## src/rtl/mips_pkg.sv

```systemverilog
// rtl/mips_pkg.sv - shared widths, control-bit indices and opcodes for the ID/EX slice
//
// Purpose : constants and helpers used by id_ex_stage_reg and mips_hazard_unit.
// Ports   : none (package).
// Control bundle layout (MSB..LSB):
//   {RegDst, ALUSrc, MemRead, MemWrite, MemToReg, RegWrite, ALUOp[1:0]}
package mips_pkg;

  localparam int DATA_W = 32;
  localparam int CTRL_W = 8;

  localparam int CTRL_REGDST   = 7;
  localparam int CTRL_ALUSRC   = 6;
  localparam int CTRL_MEMREAD  = 5;
  localparam int CTRL_MEMWRITE = 4;
  localparam int CTRL_MEMTOREG = 3;
  localparam int CTRL_REGWRITE = 2;

  localparam logic [5:0] OP_ANDI = 6'h0C;
  localparam logic [5:0] OP_ORI  = 6'h0D;
  localparam logic [5:0] OP_XORI = 6'h0E;

  // Logical immediates are unsigned; every other I-type immediate is signed.
  function automatic logic is_zext_op(input logic [5:0] opcode);
    return (opcode == OP_ANDI) || (opcode == OP_ORI) || (opcode == OP_XORI);
  endfunction

endpackage

```

## src/rtl/mips_hazard_unit.sv

```systemverilog
// rtl/mips_hazard_unit.sv - combinational load-use hazard detector
//
// Purpose : flags when the instruction in ID reads the destination of a load
//           currently sitting in EX, so one bubble must be inserted.
// Ports   :
//   id_valid    in  1  ID holds a real instruction
//   id_rs/id_rt in  5  source register indices of the ID instruction
//   ex_valid    in  1  EX holds a real instruction
//   ex_mem_read in  1  EX instruction is a load
//   ex_rt       in  5  load destination register
//   hazard      out 1  insert a bubble this cycle
module mips_hazard_unit (
  input  logic       id_valid,
  input  logic [4:0] id_rs,
  input  logic [4:0] id_rt,
  input  logic       ex_valid,
  input  logic       ex_mem_read,
  input  logic [4:0] ex_rt,
  output logic       hazard
);

  // $0 is hard-wired zero, so a load targeting it never creates a dependency.
  assign hazard = id_valid & ex_valid & ex_mem_read & (ex_rt != 5'd0) &
                  ((ex_rt == id_rs) | (ex_rt == id_rt));

endmodule

```

## src/rtl/id_ex_stage_reg.sv

```systemverilog
// rtl/id_ex_stage_reg.sv - ID/EX pipeline register with load-use bubble, stall and flush
//
// Purpose : captures operands, immediate, register fields, PC+4 and control for EX;
//           inserts one bubble on a load-use hazard and counts bubbles.
// Option  : ID_EX_WB_BYPASS_EN - forward a same-cycle WB write into captured/held operands.
// Ports   :
//   clk, rst_n                     clock, async active-low reset
//   id_valid/id_instr/id_pc4/id_ctrl  instruction in ID and its decoded control
//   ReadData1/ReadData2            register file read ports (rs/rt)
//   wb_reg_write/wb_write_reg/wb_write_data  WB write port
//   flush, ex_stall                kill ID instruction / hold this stage
//   id_stall                       hold PC and IF/ID (combinational)
//   ex_valid/ex_ctrl/ex_rs_data/ex_rt_data/ex_imm/ex_rs/ex_rt/ex_rd/ex_pc4  EX stage fields
//   bubble_cnt                     saturating count of load-use bubbles
module id_ex_stage_reg
  import mips_pkg::*;
#(
  parameter int DATA_W = mips_pkg::DATA_W,
  parameter int CTRL_W = mips_pkg::CTRL_W,
  parameter int CNT_W  = 16
) (
  input  logic              clk,
  input  logic              rst_n,
  input  logic              id_valid,
  input  logic [31:0]       id_instr,
  input  logic [31:0]       id_pc4,
  input  logic [CTRL_W-1:0] id_ctrl,
  input  logic [DATA_W-1:0] ReadData1,
  input  logic [DATA_W-1:0] ReadData2,
  input  logic              wb_reg_write,
  input  logic [4:0]        wb_write_reg,
  input  logic [DATA_W-1:0] wb_write_data,
  input  logic              flush,
  input  logic              ex_stall,
  output logic              id_stall,
  output logic              ex_valid,
  output logic [CTRL_W-1:0] ex_ctrl,
  output logic [DATA_W-1:0] ex_rs_data,
  output logic [DATA_W-1:0] ex_rt_data,
  output logic [DATA_W-1:0] ex_imm,
  output logic [4:0]        ex_rs,
  output logic [4:0]        ex_rt,
  output logic [4:0]        ex_rd,
  output logic [31:0]       ex_pc4,
  output logic [CNT_W-1:0]  bubble_cnt
);

  logic              r_valid;
  logic [CTRL_W-1:0] r_ctrl;
  logic [DATA_W-1:0] r_rs_data;
  logic [DATA_W-1:0] r_rt_data;
  logic [DATA_W-1:0] r_imm;
  logic [4:0]        r_rs;
  logic [4:0]        r_rt;
  logic [4:0]        r_rd;
  logic [31:0]       r_pc4;
  logic [CNT_W-1:0]  r_bubble_cnt;

  logic              w_hazard;
  logic              w_bubble;
  logic [4:0]        w_id_rs;
  logic [4:0]        w_id_rt;
  logic [DATA_W-1:0] w_imm;
  logic [DATA_W-1:0] w_rs_data;
  logic [DATA_W-1:0] w_rt_data;
  logic [DATA_W-1:0] w_hold_rs_data;
  logic [DATA_W-1:0] w_hold_rt_data;

  assign w_id_rs = id_instr[25:21];
  assign w_id_rt = id_instr[20:16];

  mips_hazard_unit u_hazard (
    .id_valid    (id_valid),
    .id_rs       (w_id_rs),
    .id_rt       (w_id_rt),
    .ex_valid    (r_valid),
    .ex_mem_read (r_ctrl[CTRL_MEMREAD]),
    .ex_rt       (r_rt),
    .hazard      (w_hazard)
  );

  assign id_stall = w_hazard | ex_stall;

  // Flush beats stall; a hazard only bubbles when the stage is free to advance.
  assign w_bubble = flush | (~ex_stall & w_hazard);

  assign w_imm = is_zext_op(id_instr[31:26]) ?
                 {{(DATA_W-16){1'b0}}, id_instr[15:0]} :
                 {{(DATA_W-16){id_instr[15]}}, id_instr[15:0]};

`ifdef ID_EX_WB_BYPASS_EN
  logic w_wb_live;
  assign w_wb_live      = wb_reg_write & (wb_write_reg != 5'd0);
  assign w_rs_data      = (w_wb_live && wb_write_reg == w_id_rs) ? wb_write_data : ReadData1;
  assign w_rt_data      = (w_wb_live && wb_write_reg == w_id_rt) ? wb_write_data : ReadData2;
  // A write landing while we are frozen would otherwise be lost to this instruction.
  assign w_hold_rs_data = (w_wb_live && wb_write_reg == r_rs) ? wb_write_data : r_rs_data;
  assign w_hold_rt_data = (w_wb_live && wb_write_reg == r_rt) ? wb_write_data : r_rt_data;
`else
  logic w_unused_wb;
  assign w_unused_wb    = ^{wb_reg_write, wb_write_reg, wb_write_data};
  assign w_rs_data      = ReadData1;
  assign w_rt_data      = ReadData2;
  assign w_hold_rs_data = r_rs_data;
  assign w_hold_rt_data = r_rt_data;
`endif

  always_ff @(posedge clk or negedge rst_n) begin
    if (!rst_n) begin
      r_valid      <= 1'b0;
      r_ctrl       <= '0;
      r_rs_data    <= '0;
      r_rt_data    <= '0;
      r_imm        <= '0;
      r_rs         <= '0;
      r_rt         <= '0;
      r_rd         <= '0;
      r_pc4        <= '0;
      r_bubble_cnt <= '0;
    end else if (w_bubble) begin
      r_valid   <= 1'b0;
      r_ctrl    <= '0;
      r_rs_data <= '0;
      r_rt_data <= '0;
      r_imm     <= '0;
      r_rs      <= '0;
      r_rt      <= '0;
      r_rd      <= '0;
      r_pc4     <= '0;
      // Only genuine load-use bubbles are counted, not flush-induced ones.
      if (!flush && r_bubble_cnt != '1)
        r_bubble_cnt <= r_bubble_cnt + CNT_W'(1);
    end else if (ex_stall) begin
      r_rs_data <= w_hold_rs_data;
      r_rt_data <= w_hold_rt_data;
    end else begin
      r_valid   <= id_valid;
      r_ctrl    <= id_valid ? id_ctrl : '0;
      r_rs_data <= w_rs_data;
      r_rt_data <= w_rt_data;
      r_imm     <= w_imm;
      r_rs      <= w_id_rs;
      r_rt      <= w_id_rt;
      r_rd      <= id_instr[15:11];
      r_pc4     <= id_pc4;
    end
  end

  assign ex_valid   = r_valid;
  assign ex_ctrl    = r_ctrl;
  assign ex_rs_data = r_rs_data;
  assign ex_rt_data = r_rt_data;
  assign ex_imm     = r_imm;
  assign ex_rs      = r_rs;
  assign ex_rt      = r_rt;
  assign ex_rd      = r_rd;
  assign ex_pc4     = r_pc4;
  assign bubble_cnt = r_bubble_cnt;

endmodule
```

## config.mk

```make
export PLATFORM = sky130hd
export DESIGN_NAME = id_ex_stage_reg
export DESIGN_NICKNAME = d
export VERILOG_FILES = /design/src/rtl/mips_pkg.sv /design/src/rtl/mips_hazard_unit.sv /design/src/rtl/id_ex_stage_reg.sv
export SDC_FILE = /design/constraint.sdc
export NUM_CORES = 1
export LEC_CHECK = 0
export ABC_AREA = 1
export CELL_PAD_IN_SITES_DETAIL_PLACEMENT = 1
export CELL_PAD_IN_SITES_GLOBAL_PLACEMENT = 1
export CORE_MARGIN = 2
export CORE_UTILIZATION = 40
export CTS_CLUSTER_SIZE = 20
export DETAILED_ROUTE_END_ITERATION = 8
export DONT_BUFFER_PORTS = 1
export PLACE_DENSITY = 0.83
export SLEW_MARGIN = 0
export SYNTH_ARGS = -nofsm -noshare
export SYNTH_HDL_FRONTEND = slang
export SYNTH_SLANG_ARGS = --single-unit
export TNS_END_PERCENT = 100
```

## constraint.sdc

```tcl
create_clock -name clk -period 1.57 [get_ports clk]
set_input_delay 0.3925 -clock clk [delete_from_list [all_inputs] [get_ports clk]]
set_output_delay 0.3925 -clock clk [all_outputs]
set_load 0.01 [all_outputs]
```

======== Yosys cells after proc, flatten, opt, wreduce, memory -nomap -nowiden ========
Index checks and enable logic that the tools add are counted.
storage, ports and cells
  word-level logic and storage cells ...... 53
  memories kept ........................... 0
  latch bits .............................. 0
  input port bits ......................... 179
  memory bits (read-only) ................. 0
  memory bits (writable) .................. 0
  flip-flop bits (word level) ............. 168
operators by class
  divide/modulo/power cells ............... 0
  shift operators ......................... 0
  mux-type cells .......................... 20
  order comparisons ....................... 0
  add/subtract/negate cells ............... 1
  $mul .................................... 0
  bitwise gates (word level) .............. 9
  reductions and logical operators ........ 6
  equality and inequality tests ........... 7
operators with widths
  cell                                                   number
  two-way mux 32 bit                                     9
  two-way mux 5 bit                                      6
  two-way mux 8 bit                                      3
  == test 6 x 4 -> 1 bit, second input constant          3
  adder 16 x 1 -> 16 bit, second input constant          1
  inequality test 16 bit, second input constant          1
  == test 5 bit                                          2
  AND 1 bit                                              5
  nonzero test 5 bit                                     1
  OR 1 bit                                               3
  logical OR 1 bit                                       2
  two-way mux 1 bit                                      2
  inequality test 2 x 1 -> 1 bit, second input constant  1
  AND reduction 2 bit                                    1
  logical AND 1 bit                                      1
  logical NOT 1 bit                                      1
  inverter 1 bit                                         1

======== Longest topological paths before layout ========
  depth after elaboration ................. 7
  gate-level depth with buffers ........... 13

======== Hierarchy ========
A second synthesis with hierarchy kept.
second synthesis, totals
  cells, all modules ...................... 552
  area total of the unflattened synthesis .. 6,298.5 um2
by module, submodules not included
  module            cells an instance  area each (um2)  instances
  id_ex_stage_reg   507                6,102.1          1
  mips_hazard_unit  45                 196.4            1

======== Worst setup path before layout ========
OpenSTA, ideal clock, no wires.
  path type ............................... register to output
  from .................................... register r_rt[2], in the netlist ex_rt[2]
  to ...................................... output id_stall
  path buffers ............................ 2
  data arrival time ....................... 1,260 ps
  setup slack ............................. -82 ps
  required time ........................... 1,177 ps
  stages on the path, launching flop included .. 11
  cells stage by stage .................... dfrtp_1 -> inv_2 -> nand2_1 -> nand2_1 -> nor2_1 -> nand3_1 -> nand2_2 -> nand2_2 -> nand2_1 -> buf_6 -> buf_8
on the way
  longest elaborated chain between the ends .. 4
  elaborated cells between the ends (all ways) .. 7
  those cells by class .................... 2 x eq/ne; 4 x bitwise; 1 x reduce/logical
RTL lines
  what                                                 line                                            text
  start: declaration                                   id_ex_stage_reg.sv:54                           logic [4:0] r_rt;
  start signal: assignment                             id_ex_stage_reg.sv:143                          r_rt <= w_id_rt;
  == test 5 bit or nonzero test 5 bit (tied branches)  mips_hazard_unit.sv:24, mips_hazard_unit.sv:23
  OR 1 bit or AND 1 bit (tied branches)                mips_hazard_unit.sv:24, mips_hazard_unit.sv:23
  AND 1 bit *                                          mips_hazard_unit.sv:23                          assign hazard = id_valid & ex_valid & ex_mem_read & (ex_rt != 5'd0) &
  OR 1 bit *                                           id_ex_stage_reg.sv:82                           assign id_stall = w_hazard | ex_stall;
  end: declaration                                     id_ex_stage_reg.sv:35                           output logic id_stall,
Mark *: on every way between the ends. The rest lies on a longest branch, timed or not.

======== Worst setup path in the final report ========
  from .................................... register r_rt[3], in the netlist ex_rt[3]
  to ...................................... output id_stall
Same word-level chain as after synthesis.

==> flow_metrics.tcl <==
set metrics [dict create \
    overflow 0 \
    critPathLaunch "ex_rt[3]" \
    ys.flop_type "dfrtp_1" \
    cp_max_fo 4 \
    drv_slew 0 \
    die_h_um 136 \
    arrival_ns 1.66 \
    seq_power_share 0.448 \
    path_class "reg -> out" \
    core_um2 17200 \
    h-tree-depth 4 \
    r2r_cells 11 \
    synth.top_cells.by_count "nand2_1 (339), dfrtp_1 (148), o21ai_2 (65)" \
    grt-busiest-layer "met2" \
    ys_seq_area_frac 0.531 \
    failed_checks "negative hold slack, negative setup slack" \
    syn_to_final_growth_pct 29.5 \
    max_stage_delay_ns 0.42 \
    yosysMostFrequentCell "nand2_1" \
    syn_area_per_cell_um2 8.76 \
    rows 48 \
    internal-power_w 0.00693 \
    worst_hold_slack_ns -0.335 \
    tightest_slew_ns 0.697 \
    dp_slack_ns -0.171 \
    gp_congestion 0.780 \
    synth_edf_count 0 \
    drive_above_1_share 0.341 \
    netSwitchingPower_w 0.00283 \
    crit_top_cell "nand2_4" \
    dieArea_um2 18500 \
    crit_slowest_cell "dfrtp_1" \
    cts-root-buf "clkbuf_16" \
    endpoint "id_stall" \
    vdd_ir_drop_max_uv 728 \
    grt_antenna_before_repair 0 \
    setup_ws_ns -0.478 \
    grt_pass1_wl_um 33200 \
    synthTopCellsByArea "dfrtp_1 (53%), nand2_1 (18%), o21ai_2 (8.2%), o21ai_0 (3.7%), nand3_1 (2.4%)" \
    hp-class "in -> async" \
    synthesis.nets 977 \
    cp_cell_sequence "inv_2 -> nand4_1 -> o21bai_1 -> inv_1 -> nand2_4 -> nand2_4 -> buf_12" \
    crit_buf_inv 3 \
    io_buffers 0 \
    synth_top_area_frac 0.531 \
    synthesis.area_um2 6980 \
    final_cells 1086 \
    place_area_um2 7400 \
    grt.met3_usage 0.0828 \
    ys_types 28 \
    io-pin-count 348 \
    setup_viol 147 \
    synthCells 797 \
    grtUsageMet1 0.259 \
    worstPathRequired_ns 1.18 \
    numClockSinks 148 \
    drtIter0Drc 207 \
    clkTransAtPathRegs_ns 0.07 \
    start_kind "flop" \
    rrSetupSlack_ns -0.36 \
    max_clock_freq_ghz 0.488 \
    fin_crit_sh 1.30 \
    status "finished with violations" \
    endpoint_kind "output port" \
    async_reset_ff_frac 1.00 \
    initial_utilization 0.406 \
    tritoncts "built" \
    hold_viol 148 \
    rsz0062_at_grt "yes" \
    clockBufferDepth 2 \
    drc 0 \
    post-route-min-period_ns 2.05 \
    yosys_warnings 0 \
    p_clk_frac 0.417 \
    multi_input_area_um2 3070 \
    grtUsageTotal 0.236 \
    synth_seq_cells 148 \
    viasPerCell 5.28 \
    fp.dieW_um 136 \
    numCtsBuffers 17 \
    hpwl_um 14500 \
    synth_top_area_cell "dfrtp_1" \
    gr-usage-met2 0.421 \
    routed_wirelength_um 23500 \
    insertion_delay_ns 0.41 \
    finalInstanceArea_um2 9040 \
    swShare 0.290 \
    dr.pass1.iters 4 \
    routedWlPerCell_um 21.6 \
    ant_nets 0 \
    reg2reg_to "ex_pc4[0]" \
    p_leak_nw 4.31 \
    worst-path-stages 7 \
    crit_family "flip-flops" \
    rr_startpoint "ex_rt[3]" \
    maxSlewHeadroom 0.533 \
    layout.nets 1028 \
    n_fill_cell 1919 \
    num_vias 5729 \
    drv_cap 0 \
    diodes 0 \
    combPwrFrac 0.136 \
    grt_max_degree 149 \
    skew_ns 0.00933 \
    p_per_area_nw_per_um2 1080 \
    place_inst 1019 \
    seq_area_um2 3710 \
    first_global_vias 6106 \
]
==> through the flow <==
stage | TNS (ns) | total power (W) | util
final | -36.38 | 0.00976 | 0.526
after global routing | -47.94 | 0.0101 | 0.526
after CTS | -26.50 | 0.00968 | 0.497
after detailed placement | -12.93 | 0.00543 | 0.431
after global placement | -2.75 | 0.00537 | 0.431
after floorplan | -0.0595 | 0.00508 | -
==> layer usage <==
| metal | routed length (um) | vias to the layer above | part of all wire |
|---|---|---|---|
| li1 | - | 2624 | - |
| met1 | 8410 | 2806 | 0.36 |
| met2 | 12300 | 254 | 0.52 |
| met3 | 2150 | 45 | 0.092 |
| met4 | 615 | 0 | 0.026 |
| met5 | 0 | - | 0 |
==> sequential cells by signal, summed over array words and instances (netlist names), 5 cells and up <==
| name | flops |
|---|---|
| ex_ctrl | 8 |
| ex_rt_data | 32 |
| bubble_cnt | 16 |
| ex_imm | 17 |
| ex_pc4 | 32 |
| ex_rt | 5 |
| ex_rs | 5 |
| ex_rs_data | 32 |
==> cell type report <==
type,instances,share of cell area
sequential,148,0.410
multi-input combinational,546,0.339
timing repair buffer,96,0.139
clock buffer,18,0.0486
tap,225,0.0311
inverter,39,0.0162
clock inverter,14,0.0159
==> power by group through the flow <==
stage / clock network (W) / logic (W) / registers [W]
after floorplan: 0 / 0.000676 / 0.00441
after global placement: 0 / 0.000948 / 0.00442
after detailed placement: 0 / 0.000997 / 0.00443
after CTS: 0.00414 / 0.00118 / 0.00436
after global routing: 0.00429 / 0.00143 / 0.00440
final: 0.00407 / 0.00132 / 0.00437
==> timing repair <==
action                     4_1_cts  5_1_grt
hold endpoints to repair       148      148
setup buffers                   11       15
gates cloned                    10        6
resized for setup               66      132
pin swaps                        6       16
setup endpoints to repair      149      149
==> worst min-delay path by stage <==
stage / from / endpoint / slack [ns] / cells past startpoint
finish: rst_n / bubble_cnt[2] / -0.34 / 0
global route: rst_n / bubble_cnt[2] / -0.36 / 0
detailed placement: rst_n / bubble_cnt[2] / 0.10 / 0
CTS: rst_n / bubble_cnt[2] / -0.35 / 0
global placement: rst_n / bubble_cnt[2] / 0.10 / 0
floorplan: rst_n / bubble_cnt[0] / 0.1 / 0
==> cells by family (layout without fill, tap and decap cells) <==
family	count (synthesis)	count (layout)	share of synthesized area
fa+ha+maj	1	1	0.00179
compound gates	123	123	0.128
simple gates	412	414	0.238
xor+xnor	8	8	0.0100
buf+inv	105	167	0.0914
flops	148	148	0.531
==> layout by cell type, fill, tap and decap left out, types with 2 or more instances in the layout <==
master      count
o22ai_2         4
buf_12         18
inv_2           7
inv_8           2
nand3_1        24
clkinvlp_4      4
nor3_1          3
buf_16          4
nand2_1       316
nand2_4         6
nand3_4         2
clkinv_4        2
nand3_2        10
nand4_1         3
dfrtp_2         2
clkbuf_16      23
o21ai_2        94
o21ai_4         5
o21ai_1        18
nor2_2          5
buf_8           8
xor2_1          4
buf_6          17
inv_1          31
buf_4          43
dfrtp_1       146
nand2_8         6
xnor2_1         4
nand2_2        21
inv_6           5
nor2_1         14
nor3_2          2
No activity file was read; power rests on OpenSTA's default activity.
